## config.mk

```make
export PLATFORM = sky130hd
export DESIGN_NAME = poly_sample_voice_engine
export DESIGN_NICKNAME = d
export VERILOG_FILES = /design/src/rtl/poly_sample_voice_engine.sv
export SDC_FILE = /design/constraint.sdc
export NUM_CORES = 1
export LEC_CHECK = 0
export ABC_AREA = 1
export BUFFER_PORTS_ARGS = -buffer_cell sky130_fd_sc_hd__buf_2
export CAP_MARGIN = 25
export CORE_MARGIN = 10
export CORE_UTILIZATION = 50
export CTS_BUF_LIST = sky130_fd_sc_hd__clkbuf_8
export DETAILED_ROUTE_END_ITERATION = 6
export GPL_TIMING_DRIVEN = 1
export PLACE_DENSITY = 0.7
export SKIP_LAST_GASP = 1
export SYNTH_ARGS = -nofsm -noshare
export SYNTH_HDL_FRONTEND = slang
export SYNTH_SLANG_ARGS = --single-unit
```

## constraint.sdc

```tcl
create_clock -name Clk -period 4.7 [get_ports Clk]
set_input_delay 0.235 -clock Clk [delete_from_list [all_inputs] [get_ports Clk]]
set_output_delay 0.235 -clock Clk [all_outputs]
set_load 0.02 [all_outputs]
```

## src/rtl/poly_sample_voice_engine.sv

```systemverilog
// Polyphonic sample-playback engine: per tick, reads one SRAM word per active voice and mixes them with saturation.
// Optional feature: define VOICE_LOOP_EN to loop held notes; otherwise each note plays once (one-shot).
//
// state | meaning
// IDLE  | waiting for sample_tick
// SCAN  | latch keycodes, update voices, clear accumulator, pick first voice
// FETCH | hold address READ_LAT cycles per active voice, accumulate on last
// DONE  | present saturated mix, pulse audio_valid
module poly_sample_voice_engine #(
  parameter int NUM_VOICES   = 4,
  parameter int KEY_W        = 8,
  parameter int ADDR_W       = 20,
  parameter int DATA_W       = 16,
  parameter int REGION_SHIFT = 12,
  parameter int NOTE_LEN     = 4096,
  parameter int READ_LAT     = 2
) (
  input  logic                        Clk,
  input  logic                        Reset,
  input  logic                        sample_tick,
  input  logic [NUM_VOICES*KEY_W-1:0] keycode,
  output logic [ADDR_W-1:0]           sram_addr,
  output logic                        sram_oe,
  input  logic [DATA_W-1:0]           sram_data,
  output logic [DATA_W-1:0]           audio_data,
  output logic                        audio_valid,
  output logic [NUM_VOICES-1:0]       voice_active,
  output logic                        busy,
  output logic                        overrun
);

  localparam int ACC_W = DATA_W + $clog2(NUM_VOICES);
  localparam int OFF_W = (NOTE_LEN > 1) ? $clog2(NOTE_LEN) : 1;
  localparam int VID_W = (NUM_VOICES > 1) ? $clog2(NUM_VOICES) : 1;
  localparam int LAT_W = (READ_LAT > 1) ? $clog2(READ_LAT) : 1;

  localparam logic signed [ACC_W-1:0] SAT_MAX = {{(ACC_W-DATA_W+1){1'b0}}, {(DATA_W-1){1'b1}}};
  localparam logic signed [ACC_W-1:0] SAT_MIN = {{(ACC_W-DATA_W+1){1'b1}}, {(DATA_W-1){1'b0}}};

  typedef enum logic [1:0] {IDLE, SCAN, FETCH, DONE} state_t;

  state_t                  state, state_nxt;
  logic [KEY_W-1:0]        key_q    [NUM_VOICES];
  logic [OFF_W-1:0]        offset_q [NUM_VOICES];
  logic [KEY_W-1:0]        slot_key [NUM_VOICES];
  logic [NUM_VOICES-1:0]   active_q;
  logic [NUM_VOICES-1:0]   scan_active;
  logic [VID_W-1:0]        cur_q;
  logic [VID_W-1:0]        first_idx, next_idx;
  logic                    first_any, next_any;
  logic [LAT_W-1:0]        lat_cnt;
  logic                    read_last;
  logic signed [ACC_W-1:0] acc_q, acc_sum;

  function automatic logic [DATA_W-1:0] saturate(input logic signed [ACC_W-1:0] v);
    if (v > SAT_MAX) return SAT_MAX[DATA_W-1:0];
    if (v < SAT_MIN) return SAT_MIN[DATA_W-1:0];
    return v[DATA_W-1:0];
  endfunction

  assign acc_sum      = acc_q + ACC_W'($signed(sram_data));
  assign read_last    = (lat_cnt == '0);
  assign busy         = (state != IDLE);
  assign voice_active = active_q;

  // Voice state as it will look after SCAN; a finished voice keeps its key but stays inactive.
  always_comb begin
    scan_active = '0;
    first_any   = 1'b0;
    first_idx   = '0;
    for (int i = 0; i < NUM_VOICES; i++) begin
      slot_key[i] = keycode[i*KEY_W +: KEY_W];
    end
    for (int i = NUM_VOICES-1; i >= 0; i--) begin
      scan_active[i] = (slot_key[i] != '0) && ((slot_key[i] != key_q[i]) || active_q[i]);
      if (scan_active[i]) begin
        first_any = 1'b1;
        first_idx = VID_W'(i);
      end
    end
  end

  always_comb begin
    next_any = 1'b0;
    next_idx = '0;
    for (int i = NUM_VOICES-1; i >= 0; i--) begin
      if (active_q[i] && (VID_W'(i) > cur_q)) begin
        next_any = 1'b1;
        next_idx = VID_W'(i);
      end
    end
  end

  always_ff @(posedge Clk or posedge Reset) begin
    if (Reset) state <= IDLE;
    else       state <= state_nxt;
  end

  always_comb begin
    state_nxt   = state;
    sram_oe     = 1'b0;
    sram_addr   = '0;
    audio_valid = 1'b0;
    case (state)
      IDLE:  if (sample_tick) state_nxt = SCAN;
      SCAN:  state_nxt = first_any ? FETCH : DONE;
      FETCH: begin
        sram_oe   = 1'b1;
        sram_addr = (ADDR_W'(key_q[cur_q]) << REGION_SHIFT) + ADDR_W'(offset_q[cur_q]);
        if (read_last) state_nxt = next_any ? FETCH : DONE;
      end
      DONE: begin
        audio_valid = 1'b1;
        state_nxt   = IDLE;
      end
      default: state_nxt = IDLE;
    endcase
  end

  always_ff @(posedge Clk or posedge Reset) begin
    if (Reset) begin
      for (int i = 0; i < NUM_VOICES; i++) begin
        key_q[i]    <= '0;
        offset_q[i] <= '0;
      end
      active_q   <= '0;
      cur_q      <= '0;
      lat_cnt    <= '0;
      acc_q      <= '0;
      audio_data <= '0;
      overrun    <= 1'b0;
    end else begin
      if (sample_tick && (state != IDLE)) overrun <= 1'b1;
      case (state)
        SCAN: begin
          for (int i = 0; i < NUM_VOICES; i++) begin
            if (slot_key[i] == '0) begin
              key_q[i]    <= '0;
              offset_q[i] <= '0;
            end else if (slot_key[i] != key_q[i]) begin
              key_q[i]    <= slot_key[i];
              offset_q[i] <= '0;
            end
          end
          active_q <= scan_active;
          acc_q    <= '0;
          cur_q    <= first_idx;
          lat_cnt  <= LAT_W'(READ_LAT-1);
          if (!first_any) audio_data <= '0;
        end
        FETCH: begin
          if (read_last) begin
            acc_q   <= acc_sum;
            cur_q   <= next_idx;
            lat_cnt <= LAT_W'(READ_LAT-1);
            if (offset_q[cur_q] == OFF_W'(NOTE_LEN-1)) begin
`ifdef VOICE_LOOP_EN
              offset_q[cur_q] <= '0;
`else
              offset_q[cur_q] <= '0;
              active_q[cur_q] <= 1'b0;
`endif
            end else begin
              offset_q[cur_q] <= offset_q[cur_q] + OFF_W'(1);
            end
            // Load the output on the edge entering DONE so it lines up with audio_valid.
            if (!next_any) audio_data <= saturate(acc_sum);
          end else begin
            lat_cnt <= lat_cnt - LAT_W'(1);
          end
        end
        default: ;
      endcase
    end
  end

endmodule

```

# Word level (Yosys, flattened, before mapping)
# Index checks and enable logic that the tools add are counted.
dict set report word_totals {
  latchBits 0
  output_inout_bits 44
  in_bits 51
  rom_bits 0
  ram_bits 0
  memories 0
  register_bits 124
  wordCells 173
}
dict set report classes {
  n_reduce_logical 42
  mul 0
  n_mux 80
  n_bitwise 5
  n_addsub 4
  n_lt_le_gt_ge 10
  n_eq_ne 17
  shifts 0
  n_div 0
}
# cell n
set op_table {}
lappend op_table {{12-bit two-way mux} 11}
lappend op_table {{16-bit two-way mux} 7}
lappend op_table {{48-bit two-way mux} 2}
lappend op_table {{48-bit case mux with 2 select lines} 1}
lappend op_table {{8-bit two-way mux} 10}
lappend op_table {{48-bit bitwise AND} 1}
lappend op_table {{48-bit bitwise mux} 1}
lappend op_table {{48-bit NOT} 1}
lappend op_table {{18-bit case mux with 2 select lines} 1}
lappend op_table {{8-bit logical NOT} 4}
lappend op_table {{8-bit != test} 4}
lappend op_table {{16-bit case mux with 2 select lines} 1}
lappend op_table {{8-bit nonzero test} 4}
lappend op_table {{12-bit binary-select mux with 2-bit select} 1}
lappend op_table {{12-bit demux with 2-bit select} 1}
lappend op_table {{1-bit two-way mux} 23}
lappend op_table {{2-bit two-way mux} 11}
lappend op_table {{20-bit by 12-bit adder with 20-bit output} 1}
lappend op_table {{20-bit two-way mux} 1}
lappend op_table {{18-bit by 16-bit adder with 18-bit output} 1}
lappend op_table {{18-bit by 16-bit greater-than comparator with 1-bit output, second input constant} 1}
lappend op_table {{18-bit by 16-bit less-than comparator with 1-bit output, second input constant} 1}
lappend op_table {{18-bit two-way mux} 1}
lappend op_table {{8-bit binary-select mux with 2-bit select} 1}
lappend op_table {{other kinds (29)} 67}

# Longest topological paths before layout
# Gate-level depths: netlist of run 1.
dict set report logic_depth {
  ltp_word 18
  depth_mapped 19
  ltp_nobuf 17
}

# Worst setup path after synthesis of run 1
# Ideal clock, no wire load.
dict set report synth_path {
  path_type {reg-to-reg}
  startpoint {reg cur_q[1]}
  endpoint {reg offset_q[6] in the netlist's numbering}
  path_buffers 4
  t_required_ps 4582
  setup_time_ps 118
  stages_incl_launch_ff 17
  slack_ps 2215
  period_less_slack_ps 2485
  arrival_time_ps 2367
  cell_sequence {dfrtp_1 buf_4 inv_1 nor2_2 clkbuf_1 a21oi_1 inv_1 ha_1 nand2_1 nor2_1 nand3_4 buf_6 nand3_2 nand2_4 buf_6 nand2_1 nand2_1}
}
dict set report synth_between {
  elab_chain_len 10
  word_cells_on_any_way 17
  cone_classes {add/sub: 1; order compare: 2; eq/ne: 1; mux: 9; bitwise: 3; reduce/logical: 1}
}
# element line
set synth_rtl {}
lappend synth_rtl {{start: declaration} 48} ;# logic [VID_W-1:0] cur_q;
lappend synth_rtl {{start signal: assignment} 147} ;# cur_q <= first_idx;
lappend synth_rtl {{start signal: assignment} 154} ;# cur_q <= next_idx;
lappend synth_rtl {{2-bit NOT with 3-bit output (implied by the code) (*)} {156, 160, 164}}
lappend synth_rtl {{branches (longest 6 deep; another with 12-bit by 1-bit adder with 12-bit output)} n/a}
lappend synth_rtl {{48-bit two-way mux (*)} 156} ;# if (offset_q[cur_q] == OFF_W'(NOTE_LEN-1)) begin
lappend synth_rtl {{48-bit two-way mux (*)} 152} ;# if (read_last) begin
lappend synth_rtl {{48-bit case mux with 2 select lines (*)} 134} ;# case (state)
lappend synth_rtl {{end signal: indexed assignment} 164} ;# offset_q[cur_q] <= offset_q[cur_q] + OFF_W'(1);
lappend synth_rtl {{end: declaration} 44} ;# logic [OFF_W-1:0] offset_q [NUM_VOICES];
# Every way passes the cells marked *. The select of a mux whose other input is x is not followed.
# A chain may end at the register's enable or synchronous reset.

# Worst setup path after layout of run 1
dict set report layout_path {
  startpoint {reg cur_q[1]}
  endpoint {reg offset_q[18] in the netlist's numbering}
}
# Same word-level chain as after synthesis.

==> results of run 1 <==
[layer usage]
metal  GRT usage  routed length, um
met2       0.336              11300
met5           0                  0
met4      0.0802                604
met1       0.283              11500
met3      0.0474               1820
[power by group through the flow]
stage,clock network (mW),registers [mW],logic [mW]
2_1_floorplan,0,1.82,3.12
3_3_place_gp,0,1.85,4.15
3_5_place_dp,0,1.86,4.21
4_1_cts,0.958,1.84,4.23
5_1_grt,0.999,1.90,4.79
6_report,0.936,1.85,4.27
[registers in the layout (all words and copies together) (netlist names)]
name and cells:
acc_q 18, audio_data 16, key_q 32, lat_cnt 1, state 2, overrun 1, cur_q 2, offset_q 48
voice_active 4
[layout make-up]
cell class | count | area, um2
Sequential cell | 124 | 3100
Inverter | 166 | 628
Multi-Input combinational cell | 976 | 4790
Clock buffer | 17 | 234
Timing Repair Buffer | 107 | 593
Tap cell | 225 | 282
Clock inverter | 15 | 148
Fill cell | 1694 | 7460
[final timing paths]
path                            start             to  slack, ps  cells after the start
setup reg to reg             cur_q[1]   offset_q[18]       1000                     15
setup / recovery             cur_q[1]   offset_q[18]       1000                     15
hold reg to reg               overrun        overrun        470                      1
max in group asynchronous       Reset   offset_q[35]       3480                      5
hold / removal             keycode[5]      key_q[29]         60                      2
min in group asynchronous       Reset  audio_data[9]        270                      3
[synth_stat cells (all sizes together)]
| cell type | instances |
|---|---|
| dfrtp | 124 |
| nor2 | 140 |
| a21oi | 39 |
| xor2 | 8 |
| a22oi | 4 |
| xnor2 | 29 |
| clkbuf | 28 |
| nor3 | 6 |
| nand2 | 460 |
| and2 | 1 |
| nand3b | 1 |
| o22ai | 11 |
| nand3 | 115 |
| fa | 1 |
| o21bai | 1 |
| ha | 22 |
| a31oi | 1 |
| mux2 | 14 |
| nand4 | 8 |
| a21o | 1 |
| o31ai | 5 |
| a221oi | 7 |
| nor4 | 6 |
| o21ai | 83 |
| inv | 166 |
| buf | 20 |
| a22o | 13 |
[per-stage QoR]
step                      area [um2]   util
after floorplan                 8740      -
after global placement          9340  0.542
after detailed placement        9340  0.542
after CTS                       9730  0.564
after global routing            9770  0.567
final                           9770  0.567
[kinds of logic (layout without fill, tap and decap cells)]
kind of cell	Yosys count	in the layout	share of synthesized area
AOI/OAI and AO/OA	165	165	0.109
xor gates and xnor gates	37	37	0.0371
adders and majority gates	23	23	0.0338
buffers and inverters	214	305	0.0982
DFF	124	124	0.355
muxes	14	14	0.0180
and+or+nand+nor	737	737	0.349
[what timing repair did]
item | in CTS | in global routing
hold buffers | 1 | 1
hold endpoints to repair | 1 | 17
resized for setup | 0 | 0
==> Flow_metrics.wiki, run 1 <==
{| class="wikitable"
! Metric !! Value
|-
| Synthesized net count || 1388
|-
| WP data required || 5030 ps
|-
| Cell area after synthesis || 8740 um2
|-
| # DRC || 0
|-
| Cell with the biggest individual delay on the critical path || sky130_fd_sc_hd__dfrtp_1
|-
| Switching component of the power || 3.75 mW
|-
| Maximum level of the CTS H-tree || 4
|-
| Number of antenna cells inserted || 0
|-
| Post CTS Setup Buffer Count || 0
|-
| Relative slew slack || 0.434
|-
| Final worst slack || 996 ps
|-
| Detailed Route Iter0 Violations || 859
|-
| Share of the yosys chip area belonging to registers || 0.355
|-
| Slew at the pin closest to its max-slew limit || 848 ps
|-
| Max-capacitance violation count || 0
|-
| Vias in the first global route || 8252
|-
| Unrepaired setup endpoints after global routing || no
|-
| Endpoints failing setup || 0
|-
| Drt wl/cell || 15.5 um
|-
| Placer congestion estimate || 1.00
|-
| Cell chain of the critical path || nand2_2 > inv_2 > nand2_1 > nand3_1 > a21oi_1 > inv_1 > ha_1 > nand2_1 > nor2_1 > nand3_4 > nand3_1 > nand2_2 > inv_1 > nand3_1 > nand2_1
|-
| Comb power frac || 0.605
|-
| Power share of the clock group || 0.133
|-
| Switching fraction of total power || 0.532
|-
| Number of buffers inserted during clock tree synthesis || 17
|-
| Number of standard cells in the final layout excluding fillers || 1630
|-
| Fraction of synthesized cell area taken by the top area cell type || 0.355
|-
| Global-route wire length before repair || 41.6 mm
|-
| Clock Sink Count || 124
|-
| Area of the die || 23200 um2
|-
| Worst min-delay path category || primary input to flip-flop
|-
| Share of total power in sequential cells || 0.262
|-
| Leading cell types in the layout, fill and taps excluded || sky130_fd_sc_hd__nand2_1, sky130_fd_sc_hd__inv_1, sky130_fd_sc_hd__nor2_1, sky130_fd_sc_hd__dfrtp_1, sky130_fd_sc_hd__nand3_1
|-
| CTS tree || done
|-
| Max Clk Rate || 270 MHz
|-
| Core area || 17200 um2
|-
| Detailed-route wire length || 25.2 mm
|-
| Die X || 152 um
|-
| Power per standard cell area || 721 nW/um2
|-
| Detail Route Antenna Nets || 0
|-
| Row count || 48
|-
| Vias after detailed routing || 8601
|-
| Half-perimeter wire length of the detailed placement result || 18.6 mm
|-
| Count of distinct cell types in the synthesized netlist || 41
|-
| Total congestion overflow after global routing || 0
|-
| Cells after Synth || 1314
|-
| Clock-pin slew on the worst setup and hold paths || 80 ps
|-
| Most common cell after layout, fill and taps aside || sky130_fd_sc_hd__nand2_1
|-
| Clock tree skew after final layout || 15.7 ps
|-
| Synth-to-Final Area Change || 11.8%
|-
| Launching element type of the critical path || flip-flop
|-
| Hold Slack || 59.4 ps
|-
| Gr usage total || 0.214
|-
| Maximum number of pins on one net before global-route repair || 74
|-
| Largest stage delay on the critical path || 480 ps
|-
| Number of placed I/O pins || 95
|-
| IO Port Bufs || 94
|-
| Clock Tree Root || sky130_fd_sc_hd__clkbuf_8
|-
| Effective utilization at floorplan || 0.507
|-
| Worst Path Class, Setup || flip-flop to flip-flop
|-
| Via density per instance || 5.28
|-
| Share of post-route cells with drive strength above 1 || 0.128
|-
| Number of antenna violations at the first check in global routing || 0
|-
| WP buf/inv || 3
|-
| Setup TNS || 0 ps
|-
| Clock latency on the worst-skew pair || 450 ps
|-
| Outcome || finished clean
|-
| Pre-CTS worst setup slack || 1110 ps
|-
| Data arrival at the endpoint of the critical path || 4030 ps
|-
| Top cells by area, synth || sky130_fd_sc_hd__dfrtp_1, sky130_fd_sc_hd__nand2_1, sky130_fd_sc_hd__inv_1
|-
| Leakage power figure || 5.40 nW
|-
| Period minus WS final || 3700 ps
|-
| Power after layout || 7.05 mW
|-
| Final Hold Fails || 0
|-
| Period utilisation layout || 0.788
|-
| # placed instances || 1594
|-
| Largest area contributor in the netlist || sky130_fd_sc_hd__dfrtp_1
|-
| Die height || 152 um
|-
| Internal Dissipation || 3.30 mW
|-
| Cell family with most CP delay || simple AND/OR/NAND/NOR gates
|-
| Sort of element at the end of the critical path || flip-flop
|-
| Syn_area_per_cell || 6.65 um2
|-
| Peak supply drop || 413 uV
|-
| Crit path max fanout || 47
|-
| Number of warning messages in the yosys log || 0
|-
| Flop and latch count out of synthesis || 124
|-
| Pins over their slew limit || 0
|-
| Detailed-routing iteration count for the pre-antenna-repair pass || 6
|-
| Number of nets in the layout || 1466
|-
| Maximum clock insertion buffer count || 2
|}
(Power assumes the default switching activity.)
==> inputs of run 2 (changes only) <==
==> constraint.sdc (replaced) <==
create_clock -name Clk -period 3.6 [get_ports Clk]
set_input_delay 0.18 -clock Clk [delete_from_list [all_inputs] [get_ports Clk]]
set_output_delay 0.18 -clock Clk [all_outputs]
set_load 0.02 [all_outputs]
==> run 2 against run 1 <==
Against the previous run:
- final cell count up 1.0%
- routed wire length about the same
- critical path type unchanged
- sequential share of layout area down 0.56 points
- total power up 32%
- core utilization up 1.0 points
- die area unchanged
- non-clock buffer count up 17
- first-iteration DRC count down 12%
- via count up 1.6%
- clock-buffer cell count unchanged
==> Flow_metrics.wiki, run 2 (synthesized netlist as in run 1, its figures left out) <==
{| class="wikitable"
! Metric !! Value
|-
| Number of buffers inserted during clock tree synthesis || 17 (unchanged)
|-
| Share of total power in sequential cells || 0.258 (-0.004)
|-
| Crit path max fanout || 23 (-51%)
|-
| Final worst slack || 454 ps (-542 ps)
|-
| Endpoints failing setup || 0 (unchanged)
|-
| Number of standard cells in the final layout excluding fillers || 1647 (+1.0%)
|-
| Period utilisation layout || 0.874 (+0.0858)
|-
| Via density per instance || 5.30 (+0.51%)
|-
| Maximum number of pins on one net before global-route repair || 64 (-14%)
|-
| Final Hold Fails || 0 (unchanged)
|-
| Detailed-routing iteration count for the pre-antenna-repair pass || 5 (-1)
|-
| Drt wl/cell || 15.3 um (-1.0%)
|-
| Launching element type of the critical path || flip-flop
|-
| Vias in the first global route || 8323 (+0.86%)
|-
| Max-capacitance violation count || 0 (unchanged)
|-
| Core occupancy in the finished layout || 0.577 (+0.0101)
|-
| Row count || 48 (unchanged)
|-
| Effective utilization at floorplan || 0.507 (unchanged)
|-
| Internal Dissipation || 4.35 mW (+32%)
|-
| Hold Slack || 15.5 ps (-43.9 ps)
|-
| Peak supply drop || 500 uV (+21%)
|-
| Most common cell after layout, fill and taps aside || sky130_fd_sc_hd__nand2_1
|-
| Number of antenna violations at the first check in global routing || 0 (unchanged)
|-
| Power per standard cell area || 935 nW/um2 (+30%)
|-
| Clock Sink Count || 124 (unchanged)
|-
| Crit Reg-Reg Endpoint || offset_q[14]
|-
| IO Port Bufs || 94 (unchanged)
|-
| Clock Tree Root || sky130_fd_sc_hd__clkbuf_8
|-
| Reg2Reg Depth || 12 (-3)
|-
| Detailed Route Iter0 Violations || 760 (-12%)
|-
| Number of nets in the layout || 1483 (+1.2%)
|-
| Maximum clock insertion buffer count || 2 (unchanged)
|-
| Period minus WS final || 3150 ps (-558 ps)
|-
| Post-cts repair resize count || 0 (unchanged)
|-
| Switching component of the power || 4.94 mW (+32%)
|-
| Area of the die || 23200 um2 (unchanged)
|-
| Half-perimeter wire length of the detailed placement result || 18.7 mm (+0.53%)
|-
| Die X || 152 um (unchanged)
|-
| Share of post-route cells with drive strength above 1 || 0.129 (+0.000578)
|-
| Leading cell types in the layout, fill and taps excluded || sky130_fd_sc_hd__nand2_1, sky130_fd_sc_hd__inv_1, sky130_fd_sc_hd__nor2_1, sky130_fd_sc_hd__dfrtp_1, sky130_fd_sc_hd__nand3_1
|-
| Source of the worst hold timing path || keycode[16]
|-
| Gr usage total || 0.217 (+0.00239)
|-
| Flip-flop count of the largest register after layout || 48 (unchanged)
|-
| Comb power frac || 0.605 (about the same)
|-
| Number of antenna cells inserted || 0 (unchanged)
|-
| WP data required || 4000 ps (-1030 ps)
|-
| Launching point of the worst reg2reg path || cur_q[1]
|-
| Clock latency on the worst-skew pair || 460 ps (about the same)
|-
| Pins over their slew limit || 0 (unchanged)
|-
| Detailed-route wire length || 25.2 mm (about the same)
|-
| Sort of element at the end of the critical path || flip-flop
|-
| Registers with the most flip-flops || offset_q: 48 flops, key_q: 32 flops, acc_q: 18 flops
|-
| Clock tree skew after final layout || 18.5 ps (+2.85 ps)
|-
| Switching fraction of total power || 0.532 (about the same)
|-
| Max Clk Rate || 318 MHz (+18%)
|-
| Slew at the pin closest to its max-slew limit || 827 ps (-21.1 ps)
|-
| Detail Route Antenna Nets || 0 (unchanged)
|-
| Core area || 17200 um2 (unchanged)
|-
| Worst min-delay path category || primary input to flip-flop
|-
| Hold-fix buffer count after cts || 15 (+14)
|-
| Number of placed I/O pins || 95 (unchanged)
|-
| Post CTS Setup Buffer Count || 0 (unchanged)
|-
| Clock-pin slew on the worst setup and hold paths || 90 ps (about the same)
|-
| Data arrival at the endpoint of the critical path || 3540 ps (-490 ps)
|-
| Vias after detailed routing || 8735 (+1.6%)
|-
| Setup TNS || 0 ps (unchanged)
|-
| Pre-CTS worst setup slack || 517 ps (-596 ps)
|-
| Placer congestion estimate || 0.895 (-11%)
|-
| Die height || 152 um (unchanged)
|-
| Global-route wire length before repair || 42.2 mm (+1.5%)
|-
| Cell area reported after detailed placement || 9380 um2 (+0.46%)
|-
| Synth-to-Final Area Change || 13.8%
|-
| Worst Hold End || key_q[8]
|-
| Register with the most flip-flops || offset_q
|-
| Outcome || finished clean
|-
| Maximum level of the CTS H-tree || 4 (unchanged)
|-
| Setup slack, reg-to-reg || 450 ps (-540 ps)
|-
| Final standard cell area without fillers || 9950 um2 (+1.8%)
|-
| # DRC || 0 (unchanged)
|-
| Total congestion overflow after global routing || 0 (unchanged)
|-
| Unrepaired setup endpoints after global routing || no
|-
| CTS tree || done
|-
| Number of stages on the worst hold path || 3 (+1)
|-
| Worst Path Class, Setup || flip-flop to flip-flop
|-
| Leakage power figure || 5.47 nW (+1.3%)
|-
| Power after layout || 9.30 mW (+32%)
|-
| Relative slew slack || 0.449 (+0.0147)
|-
| # placed instances || 1598 (+0.25%)
|-
| Power share of the clock group || 0.137 (+0.004)
|}
==> run 2: worst max path at each step <==
stage               startpoint            to  slack, ps  cells after the start
global placement      cur_q[1]  offset_q[18]        530                     12
global route          cur_q[1]  offset_q[14]        190                     12
CTS                   cur_q[1]  offset_q[14]        500                     12
detailed placement    cur_q[1]  offset_q[18]        520                     12
floorplan                Reset      acc_q[0]        120                      1
finish                cur_q[1]  offset_q[14]        450                     12
==> run 2: power groups by stage <==
stage / Combinational, mW / Sequential [mW] / Clock (mW)
after floorplan: 4.08 / 2.37 / 0
after global routing: 6.35 / 2.46 / 1.36
after detailed placement: 5.56 / 2.41 / 0
after CTS: 5.60 / 2.39 / 1.29
final: 5.62 / 2.40 / 1.28
after global placement: 5.51 / 2.40 / 0
==> run 2: cell type report <==
class / count / area [um2]
fillers: 1674 / 7290
multi-input cells: 976 / 4790
flip-flops and latches: 124 / 3100
repair buffers: 124 / 751
inverters: 166 / 628
well taps: 225 / 282
clock buffers: 17 / 234
clock inverters: 15 / 164
==> run 2: worst max-delay path, cell delays in order (launching register included) <==
cell                      delay, ps
sky130_fd_sc_hd__dfrtp_1        490
sky130_fd_sc_hd__inv_1          130
sky130_fd_sc_hd__nand2_1        460
sky130_fd_sc_hd__o21ai_1        190
sky130_fd_sc_hd__nor2_2         230
sky130_fd_sc_hd__nand2_1        140
sky130_fd_sc_hd__nor2_4         270
sky130_fd_sc_hd__nand3_4        290
sky130_fd_sc_hd__nand3_1        170
sky130_fd_sc_hd__nand2_2        220
sky130_fd_sc_hd__inv_1          290
sky130_fd_sc_hd__nand3_1        130
sky130_fd_sc_hd__nand2_1         70
==> run 2: metal layers <==
| layer | GRT usage | routed length (um) | vias to the layer above |
|---|---|---|---|
| met1 | 0.296 | 11900 | 4055 |
| met4 | 0.0472 | 293 | 0 |
| met3 | 0.0553 | 1890 | 26 |
| li1 | - | - | 4358 |
| met2 | 0.337 | 11100 | 296 |
| met5 | 0 | 0 | - |
